## src/rtl/pixel_seq_ctrl.sv

```systemverilog
// Purpose : sequencing controller for the circular pixel buffer; loads a frame of
//           SPI bytes, then rotates the buffer to present pixel pairs to the network.
// Latency : byte write is combinational with its strobe (0 cycles); 3 cycles per pair.
// Backpr. : pair_ready low in PRESENT freezes all state and the buffer; bytes that
//           arrive outside IDLE/LOAD are dropped and flagged on drop_err.
//
// Ports:
//   clk, rst            system clock, asynchronous active-high reset
//   spi_byte_valid      one-cycle strobe, a new byte is on the buffer's spi_in
//   calc_start          start a calculation (only honoured in FULL)
//   pair_ready          network consumes the presented pair
//   shift_SPI           buffer shift, SPI side
//   write_en            buffer input select: 1 = spi_in, 0 = recirculate top byte
//   network_calc        buffer shift-source select: 1 = network side
//   shift_network       buffer shift, network side
//   pair_valid          buffer outputs hold a valid pixel pair
//   pair_index          index of presented pair, 0..NUM_BYTES/2-1
//   pass_index          index of the current full-image pass
//   frame_loaded        pulse in the cycle the last byte of a frame is written
//   calc_done           pulse at the end of the final pass
//   drop_err            pulse when an SPI byte arrives while not accepting
module pixel_seq_ctrl #(
  parameter  int NUM_BYTES  = 72,
  parameter  int NUM_PASSES = 1,
  localparam int PAIRS      = NUM_BYTES / 2,
  localparam int PW         = $clog2(PAIRS),
  localparam int BW         = $clog2(NUM_BYTES),
  localparam int SW         = $clog2(NUM_PASSES) + 1
) (
  input  logic          clk,
  input  logic          rst,
  input  logic          spi_byte_valid,
  input  logic          calc_start,
  input  logic          pair_ready,
  output logic          shift_SPI,
  output logic          write_en,
  output logic          network_calc,
  output logic          shift_network,
  output logic          pair_valid,
  output logic [PW-1:0] pair_index,
  output logic [SW-1:0] pass_index,
  output logic          frame_loaded,
  output logic          calc_done,
  output logic          drop_err
);

  typedef enum logic [2:0] {
    IDLE,
    LOAD,
    FULL,
    PRESENT,
    SHIFT_A,
    SHIFT_B,
    DONE
  } state_t;

  localparam logic [BW-1:0] LAST_BYTE = BW'(NUM_BYTES - 1);
  localparam logic [PW-1:0] LAST_PAIR = PW'(PAIRS - 1);
  localparam logic [SW-1:0] LAST_PASS = SW'(NUM_PASSES - 1);

  state_t        r_state;
  state_t        w_state_nxt;
  logic [BW-1:0] r_byte_cnt;
  logic [BW-1:0] w_byte_cnt_nxt;
  logic [PW-1:0] r_pair_idx;
  logic [PW-1:0] w_pair_idx_nxt;
  logic [SW-1:0] r_pass_idx;
  logic [SW-1:0] w_pass_idx_nxt;

  logic w_shift_spi;
  logic w_write_en;
  logic w_network_calc;
  logic w_shift_network;
  logic w_pair_valid;
  logic w_frame_loaded;
  logic w_calc_done;
  logic w_drop_err;

  // State register and counters.
  always_ff @(posedge clk or posedge rst) begin
    if (rst) begin
      r_state    <= IDLE;
      r_byte_cnt <= '0;
      r_pair_idx <= '0;
      r_pass_idx <= '0;
    end else begin
      r_state    <= w_state_nxt;
      r_byte_cnt <= w_byte_cnt_nxt;
      r_pair_idx <= w_pair_idx_nxt;
      r_pass_idx <= w_pass_idx_nxt;
    end
  end

  // Next-state and output decode.
  always_comb begin
    w_state_nxt     = r_state;
    w_byte_cnt_nxt  = r_byte_cnt;
    w_pair_idx_nxt  = r_pair_idx;
    w_pass_idx_nxt  = r_pass_idx;
    w_shift_spi     = 1'b0;
    w_write_en      = 1'b0;
    w_network_calc  = 1'b0;
    w_shift_network = 1'b0;
    w_pair_valid    = 1'b0;
    w_frame_loaded  = 1'b0;
    w_calc_done     = 1'b0;
    w_drop_err      = 1'b0;

    case (r_state)
      IDLE, LOAD: begin
        // The byte is written in the same cycle as its strobe.
        if (spi_byte_valid) begin
          w_shift_spi = 1'b1;
          w_write_en  = 1'b1;
          if (r_byte_cnt == LAST_BYTE) begin
            w_frame_loaded = 1'b1;
            w_byte_cnt_nxt = '0;
            w_state_nxt    = FULL;
          end else begin
            w_byte_cnt_nxt = r_byte_cnt + BW'(1);
            w_state_nxt    = LOAD;
          end
        end
      end

      FULL: begin
        w_drop_err = spi_byte_valid;
        if (calc_start) begin
          w_pair_idx_nxt = '0;
          w_pass_idx_nxt = '0;
          w_state_nxt    = PRESENT;
        end
      end

      PRESENT: begin
        w_network_calc = 1'b1;
        w_pair_valid   = 1'b1;
        w_drop_err     = spi_byte_valid;
        if (pair_ready) begin
          w_state_nxt = SHIFT_A;
        end
      end

      SHIFT_A: begin
        // write_en stays 0 so the top byte recirculates to the bottom.
        w_network_calc  = 1'b1;
        w_shift_network = 1'b1;
        w_drop_err      = spi_byte_valid;
        w_state_nxt     = SHIFT_B;
      end

      SHIFT_B: begin
        w_network_calc  = 1'b1;
        w_shift_network = 1'b1;
        w_drop_err      = spi_byte_valid;
        if (r_pair_idx < LAST_PAIR) begin
          w_pair_idx_nxt = r_pair_idx + PW'(1);
          w_state_nxt    = PRESENT;
        end else begin
          // A full rotation leaves the buffer in its original order, so
          // another pass can start straight away.
          w_pair_idx_nxt = '0;
          if (r_pass_idx < LAST_PASS) begin
            w_pass_idx_nxt = r_pass_idx + SW'(1);
            w_state_nxt    = PRESENT;
          end else begin
            w_state_nxt = DONE;
          end
        end
      end

      DONE: begin
        w_calc_done = 1'b1;
        w_drop_err  = spi_byte_valid;
        w_state_nxt = FULL;
      end

      default: begin
        w_state_nxt = IDLE;
      end
    endcase
  end

  // The load-path outputs follow spi_byte_valid combinationally; gating with
  // rst keeps every control line low while reset is held.
  assign shift_SPI     = w_shift_spi & ~rst;
  assign write_en      = w_write_en & ~rst;
  assign frame_loaded  = w_frame_loaded & ~rst;
  assign drop_err      = w_drop_err & ~rst;
  assign network_calc  = w_network_calc;
  assign shift_network = w_shift_network;
  assign pair_valid    = w_pair_valid;
  assign calc_done     = w_calc_done;
  assign pair_index    = r_pair_idx;
  assign pass_index    = r_pass_idx;

endmodule

```

## config.mk

```make
export PLATFORM = sky130hd
export DESIGN_NAME = pixel_seq_ctrl
export DESIGN_NICKNAME = d
export VERILOG_FILES = /design/src/rtl/pixel_seq_ctrl.sv
export SDC_FILE = /design/constraint.sdc
export NUM_CORES = 1
export LEC_CHECK = 0
export ABC_AREA = 1
export CAP_MARGIN = 20
export CORE_AREA = 2 2 49 51
export DETAILED_ROUTE_END_ITERATION = 6
export DIE_AREA = 0 0 51 53
export GPL_TIMING_DRIVEN = 0
export PLACE_DENSITY_LB_ADDON = 0.25
export SETUP_SLACK_MARGIN = 0.1
export SYNTH_ARGS = -nofsm -noshare
export SYNTH_HDL_FRONTEND = slang
export SYNTH_SLANG_ARGS = --single-unit
```

## constraint.sdc

```tcl
create_clock -name clk -period 1.6 [get_ports clk]
set_input_delay 0.32 -clock clk [delete_from_list [all_inputs] [get_ports clk]]
set_output_delay 0.32 -clock clk [all_outputs]
set_load 0.005 [all_outputs]
```

==> results.yml, run 1 <==
floorplan:
  fp.dieH_um: 53
  core_area_sq_mm: 0.00215
  initial_core_util_pct: 47.5
  ios: 20
  design.die.area_sq_mm: 0.00270
  die_w_um: 51
  fp-row-count: 17
routing:
  top_layer_used: "met4"
  avgRoutedWirePerCell_um: 12.6
  via_per_inst: 5.00
  wl_met3_um: 104
  firstDrtPassIters: 4
  drtIter0Drc: 21
  drc: 0
  m1WireLength_um: 1130
  vias: 1080
  ant_nets: 0
  routed_wl_um: 2710
  wl_met2_um: 1420
worst_setup_path:
  cp_max_fo: 5
  cp_common_cell: "buf_6"
  crit_type: "reg -> out"
  r2r_start: "r_state[2]"
  cp_cell_sequence: "buf_6, nor2_4, nand2_4, buf_4, nor2_4, buf_6, buf_6"
  crit_required_ns: 1.28
  reg2reg_depth: 9
  worstReg2RegEnd: "pair_index[3]"
  cp_slowest_stage_delay_ns: 0.39
  cp_slowest_cell: "dfrtp_1"
  start_kind: "flip-flop"
  r2r_slack_ns: 0.15
  worst_ep_arrival_time_ns: 1.40
  worstSetupEndpointType: "output port"
clocking:
  cts.sinks: 16
  clock-root-buffer: "clkbuf_4"
  clock_path_buffers: 2
  h-tree-depth: 1
  clk-insertion-delay-late_ns: 0.29
  cts.reportedPaths.clkPinSlew_ns: 0.10
  cts_tree: "done"
  cts_made_buffers: 3
  ctsHoldBuffers: 0
synth:
  syn_area_sq_mm: 0.00102
  synth_commonest_cells: "nand2_1, dfrtp_1, inv_1, nor2_1, nand3_1"
  yosysTopAreaCell: "dfrtp_1"
  yosys.area.top_type_share_pct: 39.2
  syn_nets: 138
  synthCells: 131
  synth_area_leaders: "dfrtp_1, nand2_1, nand3_1, inv_1, nor2_1"
  synth_area_per_cell_sq_um: 7.79
  synth_edf_count: 0
  synth.ff_latch_count: 16
  synthFlopType: "dfrtp_1"
  yosys_warnings: 0
  synth.most_common_cell: "nand2_1"
  synthArstFlopShare_pct: 100
  ys_types: 26
  synth-seq-area-share_pct: 39.2
global_route:
  grt_pass1_vias: 1059
  grt_overflow_total: 0
  grt_pass1_wl_um: 4560
  grt_max_degree: 17
  antenna_found_initial: 0
  track_usage_pct: 23.0
layout:
  nNetsFinal: 196
  area_delta_synth_final_pct: 60.3
  drive_above_1_share_pct: 46.3
  diodes: 0
  fillers: 150
  ff_latch_area_sq_um: 403
  multi_input_area_sq_um: 607
sta:
  fmax_mhz: 580
  worst_slack_ns: -0.123
  post-route-period-util_pct: 108
  finClkSkew_ns: 0.00470
  setup_violations: 5
  final-max-slew-violation-count: 0
  whs_ns: 0.332
  rsz0062_at_grt: "yes"
  finalHoldViolations: 0
  period_needed_ns: 1.72
run:
  drv_cap: 0
power:
  p_leak_nw: 0.901
  peakVddDrop_mv: 1.03
  powerDensity_mw_per_mm2: 1670
  fin_total_pwr_mw: 2.74
placed_design:
  io_buffers: 18
  gp_congestion: 0.797
  dp_slack_ns: -0.858
  hpwl_um: 1540
status:
  status: "finished, violations left"
  violations: "negative setup slack"
min_path:
  worstHoldPathType: "in -> async"
[where the power goes]
group          internal [mW]  switching, mW  total [mW]
clock                  0.138          0.136       0.274
sequential             0.596          0.164       0.761
combinational          0.894          0.811        1.70
[per-layer routing]
layer | vias to the layer above | track usage [%]
li1 | 525 | -
met1 | 515 | 27.7
met2 | 31 | 40.0
met3 | 9 | 4.52
met4 | 0 | 9.91
met5 | - | 0
[area by class of cell]
type,count,share of cell area [%]
Sequential cell,16,24.6
Multi-Input combinational cell,94,37.1
Clock buffer,4,2.22
Inverter,18,4.97
Timing Repair Buffer,53,27.1
Buffer,3,1.83
Tap cell,28,2.14
[worst max path at each step]
stage,startpoint,end,slack (ns),depth (start not counted)
6_report,r_state[2],write_en,-0.12,7
3_5_place_dp,rst,drop_err,-0.86,5
4_1_cts,r_state[2],frame_loaded,-0.08,6
5_1_grt,r_byte_cnt[1],frame_loaded,-0.20,6
2_1_floorplan,r_state[2],write_en,0.24,5
3_3_place_gp,rst,drop_err,-0.87,5
[through the flow]
| stage | std cells | setup TNS (ns) | area (sq um) | utilization, % |
|---|---|---|---|---|
| floorplan | 131 | 0 | 1020 | - |
| global placement | 177 | -2.42 | 1240 | 57.5 |
| detailed placement | 177 | -2.53 | 1240 | 57.5 |
| CTS | 210 | -0.153 | 1530 | 71.0 |
| global route | 216 | -0.704 | 1640 | 76.2 |
| finish | 216 | -0.402 | 1640 | 76.2 |
[worst max-delay path: cells and delay by family, from the launching register on]
family | cells | cell delay (ns)
simple gates | 3 | 0.27
flops | 1 | 0.39
buf+inv | 4 | 0.45
[flip-flops by register name (all words and copies together) (netlist names)]
register / cells
pair_index: 6
r_byte_cnt: 7
r_state: 3
[cell families (layout without fill, tap and decap cells)]
logic type                 Yosys count  count (layout)  share of synthesized area (%)
AOI/OAI and AO/OA                   11              11                           6.62
other                                1               1                          0.367
DFF                                 16              16                           39.2
xor gates and xnor gates             7               7                           6.01
and+or+nand+nor                     72              72                           34.7
muxes                                1               1                           1.47
adders and majority gates            2               2                           2.45
buffers and inverters               21              78                           9.19
[layout by cell type, fill, tap and decap left out, drive strengths merged, types with 2 or more instances in the layout]
cell type / count
o21ai: 6
nand3: 16
clkdlybuf4s50: 2
a21oi: 4
dlymetal6s2s: 6
dfrtp: 16
dlygate4sd2: 2
ha: 2
inv: 17
nor2: 20
xnor2: 2
buf: 46
clkbuf: 4
nor3: 2
xor2: 5
nand2: 33
[what timing repair did]
action / in CTS / in global routing
endpoints found under the setup margin: 14 / 20
setup buffers: 29 / 6
endpoints found under the hold margin: 0 / 0
pin swaps: 9 / 6
gates resized for setup: 58 / 20
Note: power is estimated with default switching activity, not from simulation.
==> run 2, diff against run 1 <==
Settings changed: CORE_AREA 2 2 49 51 to 2 2 58 60, DIE_AREA 0 0 51 53 to 0 0 60 62, RECOVER_POWER set to 100.
==> results.yml, run 2 (synthesized netlist as in run 1, its figures left out) <==
min_path:
  min_path_cells: 1
  min_to: "r_byte_cnt[5]"
  worstHoldPathType: "reg -> reg"
  hp-start: "r_byte_cnt[5]"
sta:
  rsz0062_at_grt: "yes"
  finalHoldViolations: 0
  max_slew_margin_pct: 41.3
  fmax_mhz: 593
  setup_violations: 4
  worst_pin_slew_ns: 0.880
  whs_ns: 0.521
  final-max-slew-violation-count: 0
  worst_slack_ns: -0.0870
  finClkSkew_ns: 0.0105
  period_needed_ns: 1.69
  post-route-period-util_pct: 105
worst_setup_path:
  start_kind: "flip-flop"
  worstReg2RegEnd: "r_state[0]"
  crit_type: "reg -> out"
  reg2reg_depth: 9
  crit_required_ns: 1.28
  worstSetupEndpointType: "output port"
  cp_max_fo: 4
  worst_ep_arrival_time_ns: 1.37
  r2r_slack_ns: 0.03
  r2r_start: "r_state[1]"
power:
  pwr-share-seq_pct: 29.6
  combPwrFrac_pct: 62.2
  peakVddDrop_mv: 0.557
  p_sw_share_pct: 40.5
  p_int_mw: 1.53
  fin_total_pwr_mw: 2.56
  clkPwrFrac_pct: 8.1
  p_leak_nw: 0.803
  powerDensity_mw_per_mm2: 1630
  p_sw_mw: 1.04
clocking:
  cts_tree: "done"
  cts_made_buffers: 3
  ctsHoldBuffers: 0
  cts.sinks: 16
  cts.reportedPaths.clkPinSlew_ns: 0.10
  h-tree-depth: 1
  clk-insertion-delay-late_ns: 0.28
  clock-root-buffer: "clkbuf_4"
  clock_path_buffers: 2
routing:
  firstDrtPassIters: 4
  vias: 1036
  via_per_inst: 4.52
  routed_wl_um: 2650
  drtIter0Drc: 32
  avgRoutedWirePerCell_um: 11.6
  ant_nets: 0
  drc: 0
global_route:
  grt_pass1_vias: 986
  antenna_found_initial: 0
  grt_overflow_total: 0
  grt_max_degree: 17
  grt_pass1_wl_um: 4290
  track_usage_pct: 15.5
placed_design:
  io_buffers: 18
  dp_slack_ns: -0.921
  gp_congestion: 0.788
  hpwl_um: 1550
layout:
  ff_latch_area_sq_um: 404
  regMostFlops: "r_byte_cnt"
  fillers: 305
  final_cell_mix: "nand2_1, buf_4, nor2_1, dfrtp_1, nand3_1"
  drive_above_1_share_pct: 42.6
  largest_reg_flops: 7
  diodes: 0
  fin_util_pct: 49.6
  multi_input_area_sq_um: 581
  final_common_cell: "nand2_1"
  area_delta_synth_final_pct: 54.5
  nNetsFinal: 192
floorplan:
  design.die.area_sq_mm: 0.00372
  core_area_sq_mm: 0.00318
  initial_core_util_pct: 32.1
  ios: 20
  die_w_um: 60
  fp-row-count: 21
  fp.dieH_um: 62
run:
  drv_cap: 0
status:
  status: "finished, violations left"
  violations: "negative setup slack"
run 2: what timing repair did:
| item | in CTS | in global routing |
|---|---|---|
| setup buffers | 29 | 3 |
| endpoints found under the setup margin | 14 | 16 |
| gates resized for setup | 62 | 18 |
| pin swaps | 6 | 3 |
run 2: critical path: stages (launching register included):
cell	delay (ns)
dfrtp_1	0.41
ha_2	0.21
nand2_2	0.07
inv_2	0.07
nand3_2	0.09
nor3_2	0.11
buf_2	0.13
run 2: worst max-delay path by stage:
stage	from	endpoint	slack, ns	cells past startpoint
floorplan	r_state[2]	write_en	0.24	5
global placement	rst	drop_err	-0.87	5
detailed placement	rst	drop_err	-0.92	5
CTS	r_state[2]	frame_loaded	-0.09	6
global route	r_state[2]	drop_err	-0.17	7
finish	r_byte_cnt[0]	frame_loaded	-0.09	6
run 2: per-stage QoR:
| stage | instances | setup TNS, ns | instance area (sq um) |
|---|---|---|---|
| final | 229 | -0.254 | 1580 |
| after floorplan | 131 | 0 | 1020 |
| after global routing | 229 | -0.916 | 1580 |
| after CTS | 226 | -0.149 | 1560 |
| after global placement | 195 | -2.51 | 1260 |
| after detailed placement | 195 | -2.57 | 1260 |
run 2: area by class of cell:
type,instances,area share (%)
clock buffer,3,1.43
tap,46,3.65
inverter,18,5.15
multi-input combinational,94,36.8
buffer,3,1.90
timing repair buffer,49,25.5
sequential,16,25.6
run 2: power groups by stage:
stage          clock [mW]  sequential (mW)  combinational [mW]
6_report            0.209            0.759                1.60
5_1_grt             0.244            0.785                1.78
3_5_place_dp            0            0.833               0.994
3_3_place_gp            0            0.826               0.977
2_1_floorplan           0            0.796               0.653
4_1_cts             0.220            0.763                1.55
run 2: routing by layer:
layer / vias up / global-route usage [%] / wire length [um]
met5: - / 0 / 0
met4: 0 / 6.98 / 27
met3: 2 / 1.24 / 70
met2: 16 / 28.4 / 1470
met1: 503 / 18.6 / 1080
li1: 515 / - / -
